--- config.mk ---
export PLATFORM = sky130hd
export DESIGN_NAME = sys_bus_fabric
export DESIGN_NICKNAME = d
export VERILOG_FILES = /design/src/rtl/sys_bus_fabric.sv
export SDC_FILE = /design/constraint.sdc
export NUM_CORES = 1
export LEC_CHECK = 0
export ABC_AREA = 1
export ABC_CLOCK_PERIOD_IN_PS = 2400
export CAP_MARGIN = 20
export CORE_AREA = 3 3 135 137
export DETAILED_ROUTE_END_ITERATION = 10
export DIE_AREA = 0 0 138 140
export PLACE_DENSITY = 0.76
export SETUP_SLACK_MARGIN = 0.05
export SLEW_MARGIN = 20
export SYNTH_ARGS = -nofsm -noshare
export SYNTH_HDL_FRONTEND = slang
export SYNTH_SLANG_ARGS = --single-unit
export TNS_END_PERCENT = 100
--- constraint.sdc ---
create_clock -name clk -period 2.4 [get_ports clk]
set_clock_uncertainty 0.2 [all_clocks]
set_input_delay 0.48 -clock clk [delete_from_list [all_inputs] [get_ports clk]]
set_output_delay 0.48 -clock clk [all_outputs]
set_load 0.05 [all_outputs]
--- src/rtl/sys_bus_fabric.sv ---
// Single-master bus fabric: decodes the master request by a 4-bit address tag
// onto NUM_SLV slaves and tracks one outstanding read with timeout and error reporting.
module sys_bus_fabric #(
  parameter int                   NUM_SLV  = 4,
  parameter int                   DATA_W   = 32,
  parameter int                   ADDR_W   = 32,
  parameter logic [4*NUM_SLV-1:0] SLV_TAGS = {4'hA, 4'h9, 4'h8, 4'h0},
  parameter int                   TIMEOUT  = 16,
  parameter logic [DATA_W-1:0]    ERR_DATA = 32'hDEADBEEF
) (
  input  logic                      clk,
  input  logic                      rst,
  input  logic                      m_en,
  input  logic                      m_rdwr,
  input  logic [DATA_W/8-1:0]       m_mask,
  input  logic [ADDR_W-1:0]         m_addr,
  input  logic [DATA_W-1:0]         m_wr_data,
  output logic [DATA_W-1:0]         m_rd_data,
  output logic                      m_rd_valid,
  output logic                      m_busy,
  output logic                      m_err,
  output logic [NUM_SLV-1:0]        s_en,
  output logic                      s_rdwr,
  output logic [DATA_W/8-1:0]       s_mask,
  output logic [ADDR_W-1:0]         s_addr,
  output logic [DATA_W-1:0]         s_wr_data,
  input  logic [NUM_SLV*DATA_W-1:0] s_rd_data,
  input  logic [NUM_SLV-1:0]        s_ready,
  output logic [ADDR_W-1:0]         err_addr,
  output logic [7:0]                err_cnt
);

  localparam int IDX_W = (NUM_SLV > 1) ? $clog2(NUM_SLV) : 1;
  localparam int CNT_W = $clog2(TIMEOUT) + 1;

  typedef enum logic [1:0] {
    S_IDLE = 2'd0,
    S_WAIT = 2'd1,
    S_ERR  = 2'd2
  } state_e;

  state_e             state_q, state_d;
  logic [IDX_W-1:0]   idx_q, idx_d;
  logic [CNT_W-1:0]   cnt_q, cnt_d;
  logic [ADDR_W-1:0]  addr_q, addr_d;
  logic [DATA_W-1:0]  rd_data_q, rd_data_d;
  logic               rd_valid_q, rd_valid_d;
  logic               err_q, err_d;
  logic [ADDR_W-1:0]  err_addr_q, err_addr_d;
  logic [7:0]         err_cnt_q, err_cnt_d;

  logic               hit;
  logic [IDX_W-1:0]   hit_idx;
  logic [DATA_W-1:0]  rd_sel;

  function automatic logic [7:0] sat_inc(input logic [7:0] v);
    return (v == 8'hFF) ? 8'hFF : v + 8'd1;
  endfunction

  // Tag decode; scanning downward lets the lowest matching index win.
  always_comb begin
    hit     = 1'b0;
    hit_idx = '0;
    for (int i = NUM_SLV - 1; i >= 0; i--) begin
      hit     = hit | (m_addr[ADDR_W-1 -: 4] == SLV_TAGS[4*i +: 4]);
      hit_idx = (m_addr[ADDR_W-1 -: 4] == SLV_TAGS[4*i +: 4]) ? IDX_W'(i) : hit_idx;
    end
  end

  always_comb begin
    s_en = '0;
    if (m_en && hit && (state_q == S_IDLE)) begin
      s_en[hit_idx] = 1'b1;
    end else begin
      s_en = '0;
    end
  end

  assign s_rdwr     = m_rdwr;
  assign s_mask     = m_mask;
  assign s_addr     = {m_addr[ADDR_W-1:2], 2'b00};
  assign s_wr_data  = m_wr_data;
  assign rd_sel     = s_rd_data[int'(idx_q)*DATA_W +: DATA_W];
  assign m_busy     = (state_q != S_IDLE);
  assign m_rd_data  = rd_data_q;
  assign m_rd_valid = rd_valid_q;
  assign m_err      = err_q;
  assign err_addr   = err_addr_q;
  assign err_cnt    = err_cnt_q;

  always_comb begin
    state_d    = state_q;
    idx_d      = idx_q;
    cnt_d      = cnt_q;
    addr_d     = addr_q;
    rd_data_d  = rd_data_q;
    rd_valid_d = 1'b0;
    err_d      = 1'b0;
    err_addr_d = err_addr_q;
    err_cnt_d  = err_cnt_q;
    case (state_q)
      S_IDLE: begin
        if (m_en && hit && !m_rdwr) begin
          state_d = S_WAIT;
          idx_d   = hit_idx;
          cnt_d   = '0;
          addr_d  = m_addr;
        end else if (m_en && !hit && m_rdwr) begin
          err_d      = 1'b1;
          err_addr_d = m_addr;
          err_cnt_d  = sat_inc(err_cnt_q);
        end else if (m_en && !hit) begin
          state_d = S_ERR;
          addr_d  = m_addr;
        end else begin
          state_d = S_IDLE;
        end
      end
      S_WAIT: begin
        // A ready in the expiry cycle still completes normally.
        if (s_ready[idx_q]) begin
          rd_data_d  = rd_sel;
          rd_valid_d = 1'b1;
          state_d    = S_IDLE;
        end else if (cnt_q == CNT_W'(TIMEOUT - 1)) begin
          state_d = S_ERR;
        end else begin
          cnt_d = cnt_q + CNT_W'(1);
        end
      end
      S_ERR: begin
        rd_data_d  = ERR_DATA;
        rd_valid_d = 1'b1;
        err_d      = 1'b1;
        err_addr_d = addr_q;
        err_cnt_d  = sat_inc(err_cnt_q);
        state_d    = S_IDLE;
      end
      default: begin
        state_d = S_IDLE;
      end
    endcase
  end

  always_ff @(posedge clk) begin
    if (rst) begin
      state_q    <= S_IDLE;
      idx_q      <= '0;
      cnt_q      <= '0;
      addr_q     <= '0;
      rd_data_q  <= '0;
      rd_valid_q <= 1'b0;
      err_q      <= 1'b0;
      err_addr_q <= '0;
      err_cnt_q  <= 8'd0;
    end else begin
      state_q    <= state_d;
      idx_q      <= idx_d;
      cnt_q      <= cnt_d;
      addr_q     <= addr_d;
      rd_data_q  <= rd_data_d;
      rd_valid_q <= rd_valid_d;
      err_q      <= err_d;
      err_addr_q <= err_addr_d;
      err_cnt_q  <= err_cnt_d;
    end
  end

endmodule

# == Yosys cells after proc, flatten, opt, wreduce, memory -nomap -nowiden ==
# Cells that the tools add are included.
# W data, S select, Z words.
# op_classes
addsub,2
n_lt_le_gt_ge,3
n_eq_ne,16
shift,1
muxes,36
bitwise,3
reduce_logical,21
# ops
cell,count
$mux W32,6
$pmux W32 S2,2
$shiftx A128 B8 Y32,1
$mux W8,3
$mux W2,9
$pmux W8 S2,1
$mux W5,3
$eq A4 B4 Y1 const B,3
$ne A2 B2 Y1 const B,5
$pmux W5 S2,1
$reduce_bool A2 Y1,5
$add A8 B1 Y8 const B,1
$eq A8 B8 Y1 const B,1
$logic_and A1 B1 Y1,6
$lt A2 B3 Y1 const B,2
$ne A3 B3 Y1 const B,2
$reduce_and A2 Y1,3
$reduce_and A3 Y1,2
$add A5 B1 Y5 const B,1
$eq A5 B4 Y1 const B,1
$mux W1,5
$logic_not A4 Y1,1
$mux W4,1
$ne A2 B1 Y1 const B,2
other kinds (11),15
# totals
register_bits,115
inputBits,204
output_inout_bits,148
word_cells,91

# == Longest topological paths before layout ==
# depth
word_depth,10
mapped_depth,11
ltp_nobuf,11

# == Least setup slack after synthesis ==
# Ideal clock, no wire load.
# synth_timing
path_type,input port to output port
start,input port m_addr[31]
end,output port s_en[1]
arrival_ps,1583
required_time_ps,1720
slack_ps,137
path_stages,6
path_cell_list,inv_1 -> nor2_2 -> o21ai_2 -> nand2_1 -> nand2_1 -> nor2_1
# synth_between
elab_chain_cells,10
word_cells_on_any_way,19
# synth_rtl
item,line_no,rtl
start: declaration,16,"input logic [ADDR_W-1:0] m_addr,"
$eq A4 B4 Y1,"65, 66",
$mux W2 (4 in series),66,hit_idx = (m_addr[ADDR_W-1 -: 4] == SLV_TAGS[4*i +: 4]) ? IDX_W'(i) : hit_idx;
$lt A2 B3 Y1 (implied by the code) or $ge A2 B1 Y1 (tied branches),73,s_en[hit_idx] = 1'b1;
$logic_and A1 B1 Y1 (implied by the code),73,
$mux W1 (implied by the code),73,
$demux W1 S2,73,
$mux W4 (*),72,if (m_en && hit && (state_q == S_IDLE)) begin
end: declaration,22,"output logic [NUM_SLV-1:0] s_en,"
# Every way passes the cells marked *; elsewhere a longest branch is shown, timed or not.

# == Worst setup path after layout ==
# layout_timing
start,register err_addr_q[1] (netlist: err_addr[1])
end,output port err_addr[1]
# layout_rtl
item,line_no,rtl
start: declaration,49,"logic [ADDR_W-1:0] err_addr_q, err_addr_d;"
start signal: assignment,164,err_addr_q <= err_addr_d;
end: declaration,29,"output logic [ADDR_W-1:0] err_addr,"
# No word-level cell between the ends.

==> results_dict.tcl <==
set metrics [dict create \
    final_core_util_pct 57.6 \
    ctsHoldBuffers 0 \
    finalNonFillerCells 1385 \
    crit_family "buffers and inverters" \
    hold_path_class "flip-flop to flip-flop" \
    grt_pass1_wl_um 35800 \
    worstPathArrival_ns 1.59 \
    irDropWorstVdd_mv 0.490 \
    synth_seq_cells 115 \
    synth_edf_count 0 \
    drive_gt1_share_pct 12.3 \
    synth_cells 941 \
    max_slew.worst_pin.slew_ns 0.571 \
    slew-limit-headroom_pct 61.8 \
    fp.dieH_um 140 \
    maxSlewViolCount 0 \
    slowest_delay_ns 0.82 \
    cp_max_fo 2 \
    p_sw_mw 2.16 \
    insertion_delay_ns 0.41 \
    dpl_cell_area_um2 9200 \
    synth_top_area_share_pct 36.7 \
    hp-start "cnt_q[3]" \
    clock.fmax_mhz 441 \
    synth_area_um2 6270 \
    die_w_um 138 \
    track_usage_pct 22.9 \
    seq_area_frac_synth_pct 36.7 \
    start_kind "flip-flop" \
    nets 1355 \
    pwr-share-clk_pct 37.9 \
    place.gp.congestion 0.870 \
    yosysMostFrequentCell "nor2_1" \
    crit_buf_inv 1 \
    cap_viol_max_count 0 \
    postLayoutCellArea_um2 9890 \
    async_flop_share_pct 0 \
    dp.final_hpwl_um 16900 \
    numCtsBuffers 17 \
    fillCellCount 1590 \
    comb_power_share_pct 29.3 \
    p_leak_nw 4.15 \
    core_area_um2 17200 \
    synth_common_cells "nor2_1, o21ai_0, nand2_1" \
    cts-root-buf "clkbuf_16" \
    hold_viol_final 0 \
    htree_levels 4 \
    worstHoldEndpoint "cnt_q[3]" \
    worstHoldPathCells 2 \
    status "finished clean" \
    viasPerCell 5.04 \
    setup_viol_count_final 0 \
    dieArea_um2 19300 \
    r2r-start "state_q[1]" \
    drt-initial-drc-count 353 \
    totalWireLength_um 23100 \
    seq_power_share_pct 32.8 \
    rr_endpoint "m_rd_data[25]" \
    powerDensity_nw_per_um2 674 \
    critPathKind "flip-flop to output port" \
    ios 352 \
    path_cells "clkdlybuf4s50_1" \
    cts_buffer_depth 2 \
    cpMaxStageDelayCell "clkdlybuf4s50_1" \
    vias 6985 \
    grt_start_max_net_pins 94 \
    worst_r2r_path_depth 9 \
    synth_top_cell_by_area "dfxtp_1" \
    ys.flop_type "dfxtp_1" \
    portBuffers 277 \
    antenna_found_initial 3 \
    areaGrowthSynthToFinish_pct 57.6 \
    fin_tns_setup_ns 0 \
    fin_crit_sh_pct 94.5 \
    worst-endpoint-required_ns 1.72 \
    endpoint_kind "output port" \
    synth.avg_cell_area_um2 6.67 \
    wire_per_inst_um 16.7 \
    cts_tree "done" \
    yosysWarningCount 0 \
    fin_crit_ns 2.27 \
    clkSinkCount 115 \
    power.internal_mw 4.51 \
    yosysUniqueCellTypes 31 \
    clk_pin_slew_ns 0.06 \
    ant_nets 0 \
    drt_pre_antenna_iters 5 \
    start_util_pct 36.5 \
    rows 48 \
    netSwitchingFraction_pct 32.4 \
    total_power_mw 6.67 \
    drc 0 \
    grt_pass1_vias 6506 \
    placed_cells 1347 \
    r2r_setup_slack_ns 0.33 \
    grt-ovfl-total 0 \
    rsz0062_at_grt "false" \
    synthTopCellsByArea "dfxtp_1, o21ai_0, nor2_1" \
]
-- worst min-delay path, cell delays in order (launching register included) --
cell	delay (ns)
dfxtp_1	0.32
nand2_1	0.06
a21oi_1	0.05
-- area by class of cell --
cell class | count | area (um^2) | area share [%]
antenna | 3 | 7.51 | 0.0759
clock buffer | 18 | 429 | 4.34
clock inverter | 13 | 163 | 1.64
inverter | 40 | 153 | 1.54
multi-input combinational | 655 | 3080 | 31.1
sequential | 115 | 2310 | 23.3
tap | 225 | 282 | 2.85
timing repair buffer | 316 | 3470 | 35.1
-- worst max-delay path by stage --
stage                startpoint          end  cells past startpoint
finish              err_addr[1]  err_addr[1]                      1
detailed placement   m_addr[29]      s_en[2]                      8
CTS                  m_addr[28]      s_en[2]                      8
floorplan            m_addr[31]      s_en[1]                      6
global route         state_q[0]      s_en[2]                      8
global placement     m_addr[29]      s_en[2]                      8
-- placed cells by master, fill, tap and decap left out, drive strengths merged, types with 6 or more instances in the layout --
cell           count
buf               75
clkinv             8
clkbuf            20
clkdlybuf4s50    228
dfxtp            115
ha                 6
a21oi             63
o22ai             32
o21ai            173
inv               39
nand3             49
nand2            119
nor2             200
-- registers in the layout, indices dropped and copies added, names as in the netlist --
signal / flops
m_err: 1
addr_q: 32
m_rd_valid: 1
idx_q: 2
err_addr: 32
err_cnt: 8
m_rd_data: 32
state_q: 2
cnt_q: 5
-- cell families (layout without fill, tap and decap cells) --
logic type	Yosys count	count (layout)	share of synthesized area, %
flip-flops	115	115	36.7
XOR/XNOR	1	1	0.140
AO/OA/AOI/OAI	268	268	22.1
buffers and inverters	172	387	15.3
adder cells (fa/ha/maj)	6	6	1.20
AND/OR/NAND/NOR	378	378	24.5
other	1	5	0.0598
-- power by group through the flow --
| stage | logic, mW | clock network (mW) | registers [mW] |
|---|---|---|---|
| global route | 2.09 | 2.66 | 2.20 |
| floorplan | 0.854 | 0 | 2.63 |
| global placement | 1.92 | 0 | 2.21 |
| detailed placement | 1.94 | 0 | 2.22 |
| CTS | 1.96 | 2.57 | 2.18 |
| finish | 1.96 | 2.53 | 2.18 |
-- stage by stage --
| step | setup WS [ns] | hold slack, ns |
|---|---|---|
| detailed placement | -0.277 | 0.276 |
| global placement | -0.237 | 0.269 |
| floorplan | 0.137 | 0.254 |
| finish | 0.131 | 0.280 |
| global route | 0.0652 | 0.307 |
| CTS | 0.0509 | 0.284 |
-- repair_timing --
action / CTS / global route
resized for setup: 25 / 17
setup buffers: 2 / 2
hold endpoints to repair: 0 / 0
pin swaps: 1 / 4
setup endpoints to repair: 7 / 12
-- metal layers --
metal | vias to the layer above | GRT usage [%] | wire, um
met1 | 3200 | 27.5 | 9160
met2 | 299 | 38.0 | 11400
met4 | 0 | 9.00 | 702
li1 | 3449 | - | -
met5 | - | 0 | 0
met3 | 37 | 7.55 | 1840
(Power assumes the default switching activity.)
